<file path="config.mk">
export PLATFORM = sky130hd
export DESIGN_NAME = scan_scheduler
export DESIGN_NICKNAME = d
export VERILOG_FILES = /design/src/rtl/scan_pkg.sv /design/src/rtl/scan_color_bank.sv /design/src/rtl/scan_scheduler.sv
export SDC_FILE = /design/constraint.sdc
export NUM_CORES = 1
export LEC_CHECK = 0
export ABC_CLOCK_PERIOD_IN_PS = 3000
export BUFFER_PORTS_ARGS = -buffer_cell sky130_fd_sc_hd__buf_2
export CORE_AREA = 2 2 112 114
export DETAILED_ROUTE_END_ITERATION = 10
export DIE_AREA = 0 0 114 116
export PLACE_DENSITY = 0.71
export REMOVE_ABC_BUFFERS = 1
export SLEW_MARGIN = 40
export SYNTH_ARGS = -nofsm -noshare
export SYNTH_HDL_FRONTEND = slang
export SYNTH_SLANG_ARGS = --single-unit
</file>
<file path="constraint.sdc">
create_clock -name clk -period 3 [get_ports clk]
set_input_delay 0.15 -clock clk [delete_from_list [all_inputs] [get_ports clk]]
set_output_delay 0.15 -clock clk [all_outputs]
set_load 0.01 [all_outputs]
</file>
<file path="src/rtl/scan_pkg.sv">
// Shared definitions for the colour-scan sequencer: sensor geometry, colour codes
// and the scheduler state encoding.
package scan_pkg;

  localparam int NUM_SENSORS = 12;
  localparam int COLOR_W     = 2;
  localparam int SEL_W       = 4;

  localparam logic [COLOR_W-1:0] COLOR_R = 2'd0;
  localparam logic [COLOR_W-1:0] COLOR_G = 2'd1;
  localparam logic [COLOR_W-1:0] COLOR_B = 2'd2;
  localparam logic [COLOR_W-1:0] COLOR_Y = 2'd3;

  typedef enum logic [2:0] {
    ST_IDLE        = 3'd0,
    ST_WAIT_PERIOD = 3'd1,
    ST_START       = 3'd2,
    ST_SCANNING    = 3'd3,
    ST_EVALUATE    = 3'd4
  } scan_state_e;

endpackage

</file>
<file path="src/rtl/scan_color_bank.sv">
// Shadow bank of per-sensor colours. Out-of-range sensor indices are dropped; the
// publish port already contains any write landing in the same cycle.
module scan_color_bank #(
  parameter int NUM_SENSORS = 12,
  parameter int COLOR_W     = 2
) (
  input  logic                           clk,
  input  logic                           reset,
  input  logic                           wr_en,
  input  logic [scan_pkg::SEL_W-1:0]     wr_idx,
  input  logic [COLOR_W-1:0]             wr_color,
  output logic [NUM_SENSORS*COLOR_W-1:0] pub
);

  localparam int BANK_W = NUM_SENSORS * COLOR_W;

  logic [BANK_W-1:0] bank_q;
  logic [BANK_W-1:0] bank_d;
  logic              in_range;

  always_comb begin
    in_range = (int'(wr_idx) < NUM_SENSORS);
    bank_d   = bank_q;
    if (wr_en && in_range) begin
      bank_d[int'(wr_idx) * COLOR_W +: COLOR_W] = wr_color;
    end
  end

  // Publishing the next-state value gives the bypass for a coincident strobe.
  assign pub = bank_d;

  always_ff @(posedge clk) begin
    if (reset) begin
      bank_q <= '0;
    end else begin
      bank_q <= bank_d;
    end
  end

endmodule

</file>
<file path="src/rtl/scan_scheduler.sv">
// Colour-scan sequencer: starts selector passes periodically or on request,
// publishes the captured bank atomically, flags solved and watchdogs hung scans.
module scan_scheduler #(
  parameter int NUM_SENSORS = 12,
  parameter int COLOR_W     = 2,
  parameter int SCAN_PERIOD = 50000,
  parameter int TIMEOUT     = 1000000
) (
  input  logic                           clk,
  input  logic                           reset,
  input  logic                           enable,
  input  logic                           scanRequest,
  input  logic                           detectionComplete,
  input  logic [3:0]                     sensorSelect,
  input  logic [COLOR_W-1:0]             colorIn,
  input  logic                           selectorComplete,
  input  logic [NUM_SENSORS*COLOR_W-1:0] targetPattern,
  output logic                           startSelector,
  output logic [NUM_SENSORS*COLOR_W-1:0] colors,
  output logic                           scanDone,
  output logic                           solved,
  output logic                           timeoutError,
  output logic [7:0]                     scanCount
);

  import scan_pkg::*;

  localparam int BANK_W = NUM_SENSORS * COLOR_W;
  localparam int PER_W  = $clog2(SCAN_PERIOD + 1);
  localparam int TMO_W  = $clog2(TIMEOUT + 1);
  localparam logic [PER_W-1:0] PER_LAST = PER_W'(SCAN_PERIOD - 1);
  localparam logic [TMO_W-1:0] TMO_LAST = TMO_W'(TIMEOUT - 1);

  scan_state_e       state_q,   state_d;
  logic [PER_W-1:0]  period_q,  period_d;
  logic [TMO_W-1:0]  tmo_q,     tmo_d;
  logic              pending_q, pending_d;
  logic [BANK_W-1:0] colors_q,  colors_d;
  logic              solved_q,  solved_d;
  logic              terr_q,    terr_d;
  logic [7:0]        count_q,   count_d;

  logic              start_sel;
  logic              scan_done;
  logic              bank_wr;
  logic [BANK_W-1:0] bank_pub;

  scan_color_bank #(
    .NUM_SENSORS (NUM_SENSORS),
    .COLOR_W     (COLOR_W)
  ) u_bank (
    .clk      (clk),
    .reset    (reset),
    .wr_en    (bank_wr),
    .wr_idx   (sensorSelect),
    .wr_color (colorIn),
    .pub      (bank_pub)
  );

  always_comb begin
    state_d   = state_q;
    period_d  = period_q;
    tmo_d     = tmo_q;
    pending_d = pending_q | scanRequest;
    colors_d  = colors_q;
    solved_d  = solved_q;
    terr_d    = terr_q;
    count_d   = count_q;
    start_sel = 1'b0;
    scan_done = 1'b0;
    bank_wr   = 1'b0;

    case (state_q)
      ST_IDLE: begin
        period_d = '0;
        if (pending_q) begin
          state_d = ST_START;
        end else if (enable) begin
          state_d = ST_WAIT_PERIOD;
        end
      end

      ST_WAIT_PERIOD: begin
        period_d = period_q + 1'b1;
        if (pending_q || (period_q == PER_LAST)) begin
          state_d = ST_START;
        end else if (!enable) begin
          state_d = ST_IDLE;
        end
      end

      ST_START: begin
        start_sel = 1'b1;
        tmo_d     = '0;
        // A request landing in this very cycle must still schedule another pass.
        pending_d = scanRequest;
        state_d   = ST_SCANNING;
      end

      ST_SCANNING: begin
        bank_wr = detectionComplete;
        tmo_d   = tmo_q + 1'b1;
        if (selectorComplete) begin
          state_d = ST_EVALUATE;
        end else if (tmo_q == TMO_LAST) begin
          terr_d  = 1'b1;
          state_d = ST_IDLE;
        end
      end

      ST_EVALUATE: begin
        scan_done = 1'b1;
        colors_d  = bank_pub;
        solved_d  = (bank_pub == targetPattern);
        count_d   = count_q + 1'b1;
        terr_d    = 1'b0;
        state_d   = ST_IDLE;
      end

      default: begin
        state_d = ST_IDLE;
      end
    endcase
  end

  always_ff @(posedge clk) begin
    if (reset) begin
      state_q   <= ST_IDLE;
      period_q  <= '0;
      tmo_q     <= '0;
      pending_q <= 1'b0;
      colors_q  <= '0;
      solved_q  <= 1'b0;
      terr_q    <= 1'b0;
      count_q   <= '0;
    end else begin
      state_q   <= state_d;
      period_q  <= period_d;
      tmo_q     <= tmo_d;
      pending_q <= pending_d;
      colors_q  <= colors_d;
      solved_q  <= solved_d;
      terr_q    <= terr_d;
      count_q   <= count_d;
    end
  end

  assign startSelector = start_sel;
  assign scanDone      = scan_done;
  assign colors        = colors_q;
  assign solved        = solved_q;
  assign timeoutError  = terr_q;
  assign scanCount     = count_q;

endmodule

</file>
# Word-level counts from Yosys, hierarchy flattened
# Index checks and enable logic that the tools add are counted.
# totals
regBits,98
in_bits,36
out_inout_bits,36
elab_cells,55
# op_classes
n_addsub,4
n_lt_le_gt_ge,1
n_eq_ne,12
n_shift,2
muxes,18
bitwise_logic,1
n_reduce_logical,8
# ops
op,count
case mux 20 bit (2 select lines),1
negator 5 -> 33 bit,1
variable shift 2 x 33 -> 24 bit (first input constant),1
indexed part select 2 x 33 -> 24 bit,1
case mux 16 bit (2 select lines),1
bitwise mux 24 bit,1
equality test 24 bit,1
2-to-1 mux 24 bit,1
adder 20 x 1 -> 20 bit (second input constant),1
equality test 20 bit (second input constant),1
2-to-1 mux 3 bit,6
adder 16 x 1 -> 16 bit (second input constant),1
equality test 16 bit (second input constant),1
case mux 3 bit (4 select lines),1
!= test 3 bit (second input constant),3
adder 8 x 1 -> 8 bit (second input constant),1
equality test 3 x 2 -> 1 bit (second input constant),2
2-to-1 mux 1 bit,6
AND reduction 3 bit,2
nonzero test 2 bit,3
< comparator 4 bit (second input constant),1
!= test 2 bit (second input constant),2
equality test 3 x 1 -> 1 bit (second input constant),1
equality test 3 bit (second input constant),1
other kinds (5),5

# Logic depth before layout (Yosys ltp)
# Gate-level depths: netlist (run 1).
# logic_depth
word_depth,5
depth_mapped,13
mapped_depth_nobuf,10

# Hierarchy
# A second synthesis (run 1) with hierarchy kept.
# hier_totals
hier_cells,552
area_unflattened_um2,4971.0
# modules_own_cells
module,n_inst,cells_each,area_per_inst_um2,seq_area_each_um2
scan_scheduler,1,415,3448.3,1481.4
scan_color_bank,1,137,1522.7,480.5

# Worst setup path after synthesis (run 1)
# No wires, ideal clock.
# synth_timing
path_type,input to register
start,in sensorSelect[0]
end,"reg solved_q, in the netlist solved"
setup_time_ns,0.084
arrival_ns,2.859
required_ns,2.916
slack_ns,0.057
cell_stages,11
path_buffers,2
path_cell_list,buf_6 > inv_4 > ha_1 > clkbuf_1 > or4_4 > or4_4 > mux2i_4 > xor2_1 > nand4_1 > or4_1 > o31ai_2
# synth_via
elab_chain_len,5
word_cells_on_any_way,8
# synth_rtl
element,line,source
"start, declared",scan_scheduler.sv:14,"input logic [3:0] sensorSelect,"
negator 5 -> 33 bit,scan_color_bank.sv:25,bank_d[int'(wr_idx) * COLOR_W +: COLOR_W] = wr_color;
indexed part select 2 x 33 -> 24 bit / variable shift 2 x 33 -> 24 bit (equally long branches),scan_color_bank.sv:25,
bitwise mux 24 bit,scan_color_bank.sv:25,
2-to-1 mux 24 bit (*),scan_color_bank.sv:24,if (wr_en && in_range) begin
equality test 24 bit (*),scan_scheduler.sv:114,solved_d = (bank_pub == targetPattern);
"end signal, assigned",scan_scheduler.sv:142,solved_q <= solved_d;
"end, declared",scan_scheduler.sv:39,"logic solved_q, solved_d;"
# Mark *: on every way between the ends. The rest lies on a longest branch, timed or not.
# A chain may end at the register's enable or synchronous reset.

# Worst setup path in the final report (run 1)
# layout_timing
start,reg state_q[0]
end,"reg solved_q, in the netlist solved"
# layout_via
elab_chain_len,5
word_cells_on_any_way,6
# layout_rtl
element,line,source
"start, declared",scan_scheduler.sv:34,"scan_state_e state_q, state_d;"
"start signal, assigned",scan_scheduler.sv:137,state_q <= state_d;
equality test 3 x 2 -> 1 bit,scan_scheduler.sv:73,case (state_q)
2-to-1 mux 1 bit,scan_scheduler.sv:73,
logical AND 1 bit,scan_color_bank.sv:24,
2-to-1 mux 24 bit,scan_color_bank.sv:24,
equality test 24 bit,scan_scheduler.sv:114,
# Parallel ways exist; a longest one is shown, timed or not.

==> results of run 1 <==
-- sequential cells by signal (all words and copies together), names as in the netlist --
| signal | flops |
|---|---|
| timeoutError | 1 |
| tmo_q | 20 |
| colors | 24 |
| solved | 1 |
| scanCount | 8 |
| period_q | 16 |
| pending_q | 1 |
| u_bank.bank_q | 24 |
| state_q | 3 |
-- layout make-up --
type	count	area share (%)
Clock buffer	10	4.22
Clock inverter	6	1.26
Sequential cell	98	34.6
Timing Repair Buffer	99	9.98
Tap cell	147	3.25
Multi-Input combinational cell	413	45.8
Inverter	13	0.905
-- cells by family (layout without fill, tap and decap cells) --
group / Yosys count / after routing
DFF: 98 / 98
AOI/OAI and AO/OA: 84 / 84
muxes: 24 / 24
and+or+nand+nor: 250 / 250
buffers and inverters: 42 / 128
adders and majority gates: 5 / 5
xor gates and xnor gates: 50 / 50
-- worst max-delay path, cell delays in order, from the launching register on --
cell	delay [ns]
dfxtp_1	0.33
buf_4	0.24
nand4b_1	0.24
or4_4	0.58
mux2i_4	0.20
xor2_1	0.17
nand4_1	0.09
or4_1	0.53
o31ai_2	0.20
-- synth_stat cells (3+ instances only) --
| cell | number |
|---|---|
| a211oi_1 | 26 |
| a21oi_1 | 17 |
| a22oi_1 | 9 |
| and3_1 | 8 |
| buf_1 | 5 |
| buf_2 | 3 |
| clkbuf_1 | 20 |
| dfxtp_1 | 98 |
| ha_1 | 5 |
| inv_1 | 12 |
| mux2i_1 | 21 |
| nand2_1 | 34 |
| nand2b_1 | 4 |
| nand3_1 | 21 |
| nand4_1 | 12 |
| nor2_1 | 110 |
| nor2b_1 | 3 |
| nor3_1 | 14 |
| nor3b_1 | 5 |
| nor4_1 | 7 |
| o21ai_0 | 10 |
| or3_1 | 7 |
| or4_1 | 4 |
| xnor2_1 | 19 |
| xor2_1 | 31 |
-- through the flow --
step,setup WS [ns],area [um2]
after floorplan,-2.36,4600
after global placement,0.0681,5360
after detailed placement,0.0694,5360
after CTS,0.298,5670
after global routing,0.161,5670
final,0.327,5670
-- routing by layer --
metal,up-vias,track usage [%],wire length (um),share of wire [%]
met2,112,31.3,5450,47
met5,-,0,0,0
met1,1953,22.9,5250,45
met3,17,3.97,694,6.0
met4,0,5.69,195,1.7
li1,2105,-,-,-
-- where the power goes --
group          total (mW)  internal [mW]  switching [mW]
combinational       0.306          0.110           0.196
sequential           1.33           1.32          0.0133
clock                1.20          0.680           0.520
-- worst max-delay path by stage --
stage	start	cells past startpoint	slack, ns	to
floorplan	state_q[0]	7	-2.36	solved
global placement	sensorSelect[0]	12	0.07	solved
detailed placement	sensorSelect[0]	11	0.07	solved
CTS	state_q[0]	8	0.30	solved
global route	state_q[0]	9	0.16	solved
finish	state_q[0]	8	0.33	solved
==> results.md, run 1 <==
- Status: complete, no violations
- Synth top area share: 41.6%
- Leading cell type in the layout, fill and taps excluded: nor2_1
- Compound-Gate Fraction of Synth Area: 12.4%
- TritonCTS buffer count: 9
- Max IR drop VDD: about 310 uV
- Port-buffer cells: 71
- DIE AREA: about 13,000 um2
- Residual DRC count: 0
- Largest net degree at the start of global routing: 58
- Post-synthesis adder-cell area fraction: 1.33%
- Yosys reg bits: between 90 and 100
- Std cell rows: 40
- Tmin final: between 2 and 3 ns
- FFs w/ async S/R, synth: 0%
- Pwr dens: 501 nW/um2
- Worst setup EP type: flop
- Crit path launch type: flop
- Clock Path Buffers: 2
- Hold buffers post-CTS: 0
- Hold endpoint: pending_q
- Vias in the first global route: ~4,000
- Cts repair resizes: 0
- Fmax: 374 MHz
- Synth warn: 0
- Clock Skew: about 0.0071 ns
- Initial Utilization: 39.6%
- Slew Limit Fails: 0
- # diodes: 0
- RSZ-0062 raised after global routing: false
- Gpl congestion: 0.915
- Post-Layout Cell Count: between 700 and 800
- Post-synthesis simple-gate area fraction: 26.3%
- Routed Wire Length: about 12,000 um
- CTS tree: built
- HP Class: in -> reg
- CTS clk-pin slew, worst paths: 0.07 ns
- Ys flop type: dfxtp_1
- CP arrival: between 2 and 3 ns
- GR Overflow Total: 0
- Max cap viols: 0
- Post-Synth XOR/XNOR Area: 9.28%
- CTS sink cnt: 98
- Mux cell area share after synthesis: 5.46%
- Die Span Y: approximately 120 um
- FILL cells: 1,155
- Final net count: 675
- Synthesized area per cell: approximately 8.5 um2
- Main combinational cell family by area after synthesis: simple AND/OR/NAND/NOR gates
- Crit Path Category: reg -> reg
- Worst-margin pin slew: 0.792 ns
- Endpoint of the worst register-to-register path: solved
- Layout cell share with drive strength beyond 1: 20.8%
- Clock tree root buffer cell: clkbuf_16
- Routed Antenna Nets: 0
- Initial antenna violation count: 0
- Vias: 4,187
- Synthesized area: 4720 um2
- Placed Cells: 770
- Peak fanout along the critical path: 20
- Tot GR Track Use: between 10% and 20%
- Worst r2r src: state_q[0]
- Hold Crit Start: scanRequest
- First-pass GRT wire length: 19,500 um
- Final period utilization: 89.1%
- WHS Path Cells: 3
- I/O pin count: a little over 70
- Minimum hold slack: 0.0137 ns
- Final Power: about 2.8 mW
- Post-synth top area cell: dfxtp_1
- Clock Latency Late Sink: between 0.3 and 0.4 ns
- Total core area: 11,900 um2
- Setup TNS: 0 ns
- Mapped Cells: 553
- Most frequent cells in the layout: 109 x nor2_1, 98 x dfxtp_1, 71 x buf_2, 34 x nand2_1, 31 x xor2_1
- Htree depth: 3
- Worst rel slew slack: 46.4%
- DR pass1 iterations: 4
- Area growth syn-to-layout: 20.1%
- Die width: 114 um
- Number of setup buffers added after CTS: 0
- Synth area leaders: dfxtp_1 42%, nor2_1 8.7%, xor2_1 5.8%
- Required @ worst endpoint: 3.26 ns
- Routed vias/inst: ~5.3
- Number of synthesized flops with an enable pin: 0
- Netlist cell types: 61
- Register area: 1960 um2
- Final setup fails: 0
- Post-DP HPWL: approximately 8500 um
- Endpoints failing hold: 0
- Routed len/inst: about 15 um
- Reg2reg setup slack: 0.33 ns
- Finished Core Util: a little under half
- Drt initial violations: 294
- LEAKAGE: 2.18 nW
- Worst Reg-to-Reg Cells: 8
- Post-synthesis sequential area ratio: 41.6%
- Multi-input gate area: ~2600 um2
Power figures use the tool's default switching activity.
==> inputs of run 2 (changes only) <==
- ABC_CLOCK_PERIOD_IN_PS: 3000 -> 3400
- BUFFER_PORTS_ARGS: -buffer_cell sky130_fd_sc_hd__buf_2 -> unset
- DONT_BUFFER_PORTS: unset -> 1
- PLACE_DENSITY: 0.71 -> 0.64
- clock period: 3 -> 3.4 ns (I/O delays scaled with it)
==> run 2 against run 1 <==
Against the previous run:
- global-route usage decreased by 0.79 points
- final area shrank 8.3%
- routed wire length is 2.4% lower
- highest routed layer unchanged
- largest power group unchanged
- power decreased by 14%
- critical path depth did not move
==> results.md, run 2 (same netlist as run 1, synthesis figures left out) <==
- Status: complete, no violations
- Sw power: 0.616 mW
- Vias: roughly 3,800
- CP max stage cell: or4_1
- Clock Skew: 0.00472 ns
- Std cell rows: 40
- Final net count: 584
- CP Launch Point: state_q[1]
- Worst Reg-to-Reg Cells: 8
- Die width: 114 um
- Port-buffer cells: 0
- Max cap viols: 0
- Area growth syn-to-layout: 10.0%
- CTS tree: built
- Register area: a little under 2000 um2
- Worst r2r src: state_q[1]
- Cts repair resizes: 0
- Routed vias/inst: 5.50
- GR Overflow Total: 0
- Switching share of total power: about a quarter
- Flop pwr share: between 40% and 50%
- Total core area: 11,900 um2
- Post-DP HPWL: 8080 um
- Reg2reg setup slack: 0.49 ns
- Slew Limit Fails: 0
- Clock Power Share: 43.1%
- RSZ-0062 raised after global routing: false
- Finished Cell Area: 5190 um2
- Leading cell type in the layout, fill and taps excluded: nor2_1
- TritonCTS buffer count: 9
- Initial antenna violation count: 0
- Minimum hold slack: 0.0276 ns
- Residual DRC count: 0
- Htree depth: 3
- CTS sink cnt: 98
- Final Power: 2.45 mW
- Endpoints failing hold: 0
- Drt initial violations: 205
- # diodes: 0
- Largest net degree at the start of global routing: 72
- Max IR drop VDD: 260 uV
- Combinational power share: 8.5%
- Critical Path Sink: solved
- Setup TNS: 0 ns
- Hold buffers post-CTS: 4
- Multi-input gate area: 2600 um2
- Final setup fails: 0
- Crit Path Category: reg -> reg
- Worst rel slew slack: 50.6%
- DR pass1 iterations: 5
- Peak fanout along the critical path: 8
- Clock Latency Late Sink: 0.35 ns
- Routed Wire Length: 11,300 um
- HP Class: in -> reg
- Initial Utilization: 39.6%
- Routed Antenna Nets: 0
- Crit-path cells: and4b_1 > o211ai_2 > or3_1 > mux2_2 > a22oi_1 > nand3_4 > or4_1 > o31ai_2
- Worst setup EP type: flop
- Routed len/inst: approximately 16 um
- LEAKAGE: 1.75 nW
- Die Span Y: 116 um
- Fmax: 344 MHz
- CP arrival: around 3.2 ns
- CTS clk-pin slew, worst paths: 0.07 ns
- Gpl congestion: 0.961
- Internal: between 1.5 and 2 mW
- Tot GR Track Use: 17.4%
- Placed Cells: a little under 700
- FILL cells: 1,198
- I/O pin count: 72
- Critical Path Max Stage Delay: 0.50 ns
- Pwr dens: 472 nW/um2
- DP Area: approximately 4800 um2
- Layout cell share with drive strength beyond 1: slightly above 7%
- Crit path launch type: flop
- First-pass GRT wire length: between 15,000 and 20,000 um
- Vias in the first global route: about 3,600
- Number of setup buffers added after CTS: 0
- Clock Path Buffers: 2
- Final period utilization: 85.4%
- Required @ worst endpoint: 3.67 ns
- Worst-margin pin slew: about 0.74 ns
- Most frequent cells in the layout: 110 x nor2_1, 98 x dfxtp_1, 34 x nand2_1, 31 x xor2_1, 26 x a211oi_1
- Post-Layout Cell Count: approximately 700
- DIE AREA: 13,200 um2
- Endpoint of the worst register-to-register path: solved
- Clock tree root buffer cell: clkbuf_16
- Tmin final: ~2.9 ns
## run 2: cell types whose count changed in the layout (fill, tap and decap cells not counted), sizes merged
cell,previous run,this run
dlygate4sd3,0,3
buf,99,5
## run 2: worst min-delay path by stage
stage	start	depth (start not counted)	slack, ns	endpoint
detailed placement	reset	1	0.25	u_bank.bank_q[14]
finish	colorIn[1]	2	0.03	u_bank.bank_q[1]
floorplan	reset	1	0.24	period_q[1]
global route	colorIn[1]	2	0.04	u_bank.bank_q[1]
global placement	reset	1	0.25	colors[14]
CTS	colorIn[1]	2	0.02	u_bank.bank_q[1]
## run 2: final cells by class
cell class / count / area share, %
multi-input cells: 413 / 50.0
flip-flops and latches: 98 / 37.8
clock buffers: 10 / 4.60
well taps: 147 / 3.54
repair buffers: 8 / 1.69
clock inverters: 6 / 1.40
inverters: 13 / 0.987
## run 2: worst max-delay path, delay by kind of cell, from the launching register on
kind / cells / cell delay (ns)
mux: 1 / 0.34
simple gates: 4 / 1.35
compound gates: 3 / 0.69
flops: 1 / 0.46
## run 2: power by group through the flow
stage	Combinational, mW	Sequential [mW]	Clock, mW
floorplan	0.135	1.22	0
global placement	0.187	1.21	0
detailed placement	0.189	1.21	0
CTS	0.209	1.19	1.09
global route	0.235	1.19	1.13
finish	0.209	1.19	1.06
## run 2: per-stage QoR
| stage | utilization, % | setup WS, ns |
|---|---|---|
| after floorplan | - | -1.96 |
| after global placement | 40.5 | 0.510 |
| after detailed placement | 40.5 | 0.478 |
| after CTS | 43.6 | 0.536 |
| after global routing | 43.6 | 0.320 |
| final | 43.6 | 0.495 |
## run 2: per-layer routing
layer,GRT usage (%),wire [um]
met5,0,0
met4,6.83,159
met1,20.3,4870
met2,28.7,5460
met3,7.11,813
==> inputs of run 3 (changes only) <==
- CORE_AREA: 2 2 112 114 -> 2 2 86 149
- DIE_AREA: 0 0 114 116 -> 0 0 88 151
- PLACE_DENSITY: 0.64 -> 0.63
==> run 3 against run 2 <==
Against the previous run:
- core utilization is 0.23 points lower
- register-to-register slack got worse by 0.09 ns
- non-clock buffer count up 2
- sequential share of layout area fell by 0.091 points
- routed wire length up 5.2%
- maximum frequency decreased by 3.2%
==> results.md, run 3 (same netlist as run 1, synthesis figures left out) <==
- Worst-margin pin slew: 0.826 ns
- Tmin final: approximately 3.0 ns
- Total core area: around 12,000 um2
- Met3 GRT Util: 5.50%
- Post-Layout Cell Count: 715
- Most frequent cells in the layout: 110 x nor2_1, 98 x dfxtp_1, 34 x nand2_1, 31 x xor2_1, 26 x a211oi_1
- DR pass1 iterations: 4
- Max cap viols: 0
- CTS sink cnt: 98
- Hold buffers post-CTS: 4
- Routed vias/inst: 5.45
- Pwr dens: 463 nW/um2
- Placed Cells: 695
- Slew Limit Fails: 0
- Vias: ~3,900
- Required @ worst endpoint: 3.67 ns
- First-pass GRT wire length: 18,700 um
- Finished Cell Area: 5210 um2
- Status: complete, no violations
- Std cell rows: 53
- Port-buffer cells: 0
- Layout cell share with drive strength beyond 1: 7.27%
- Peak fanout along the critical path: 8
- Initial antenna violation count: 0
- Crit Path Category: reg -> reg
- Setup TNS: 0 ns
- LEAKAGE: 1.75 nW
- Final setup fails: 0
- GR Overflow Total: 0
- Routed len/inst: 16.6 um
- Die Span Y: 151 um
- CTS tree: built
- Clock tree root buffer cell: clkbuf_16
- TritonCTS buffer count: 9
- Reg2reg setup slack: between 0.4 and 0.5 ns
- Clock Path Buffers: 2
- RSZ-0062 raised after global routing: false
- Max IR drop VDD: 268 uV
- Fmax: approximately 330 MHz
- Post-Place Setup Slack: 0.402 ns
- HP Class: in -> reg
- Final net count: 586
- Critical Path Max Stage Delay: ~0.50 ns
- Busiest grt layer: met2
- Worst rel slew slack: 44.1%
- # diodes: 0
- Gpl congestion: about 0.96
- CP max stage cell: or4_1
- DIE AREA: about 13,000 um2
- Endpoints failing hold: 0
- Worst setup EP type: flop
- Die width: 88 um
- Crit path launch type: flop
- Vias in the first global route: 3,846
- Tot GR Track Use: 18.3%
- Number of setup buffers added after CTS: 0
- I/O pin count: 72
- Met2 GRT Util: 32.8%
- Minimum hold slack: 0.0276 ns
- Clock Skew: 0.0113 ns
- DP Area: 4860 um2
- Initial Utilization: 39.3%
- Leading cell type in the layout, fill and taps excluded: nor2_1
- Cts repair resizes: 0
- CTS clk-pin slew, worst paths: roughly 0.070 ns
- Crit-path cells: and4b_1 > o211ai_2 > or3_1 > mux2_2 > a22oi_1 > nand3_4 > or4_1 > o31ai_2
- Met1 global-route usage: 18.2%
- Area growth syn-to-layout: 10.3%
- Final period utilization: around nine tenths
- Drt initial violations: 191
- Largest net degree at the start of global routing: 72
- CP arrival: roughly 3.3 ns
- Post-DP HPWL: 8690 um
- Htree depth: 3
- Clock Latency Late Sink: 0.35 ns
- Residual DRC count: 0
- Routed Wire Length: 11,900 um
- Routed Antenna Nets: 0
- FILL cells: 1,214
- Setup ws final: 0.400 ns
-- run 3: per-stage QoR --
stage               utilization [%]  total power [mW]
global placement               40.5              1.40
detailed placement             40.5              1.41
global route                   43.4              2.52
CTS                            43.4              2.44
floorplan                         -              1.35
finish                         43.4              2.41
-- run 3: final cells by class --
cell class              count  area [um2]  area share (%)
flip-flops and latches     98        1960            37.7
clock buffers               9         225            4.32
well taps                 165         206            3.96
multi-input cells         413        2590            49.8
repair buffers             10         103            1.97
clock inverters             7        67.6            1.30
inverters                  13        51.3           0.985
-- run 3: where the power goes --
| group | leakage [nW] | internal, mW | switching (mW) |
|---|---|---|---|
| combinational | 0.821 | 0.0726 | 0.139 |
| clock | 0.142 | 0.518 | 0.496 |
| sequential | 0.790 | 1.17 | 0.0204 |
| total | 1.75 | 1.76 | 0.655 |
-- run 3: path summary, 6_finish.rpt --
path,from,end,cells past startpoint
worst min-delay path,colorIn[1],u_bank.bank_q[1],2
worst max register to register,state_q[1],solved,8
worst min register to register,period_q[1],period_q[1],2
worst max-delay path,state_q[1],solved,8
-- run 3: worst max-delay path: cells and delay by family (launching register included) --
family,cells,cell delay [ns]
muxes,1,0.36
DFF,1,0.46
AOI/OAI and AO/OA,3,0.72
and+or+nand+nor,4,1.37
-- run 3: routing by layer --
| metal | part of all wire, % | vias up |
|---|---|---|
| met5 | 0 | - |
| met4 | 6.0 | 0 |
| met3 | 6.0 | 41 |
| met2 | 51 | 111 |
| met1 | 37 | 1809 |
| li1 | - | 1933 |
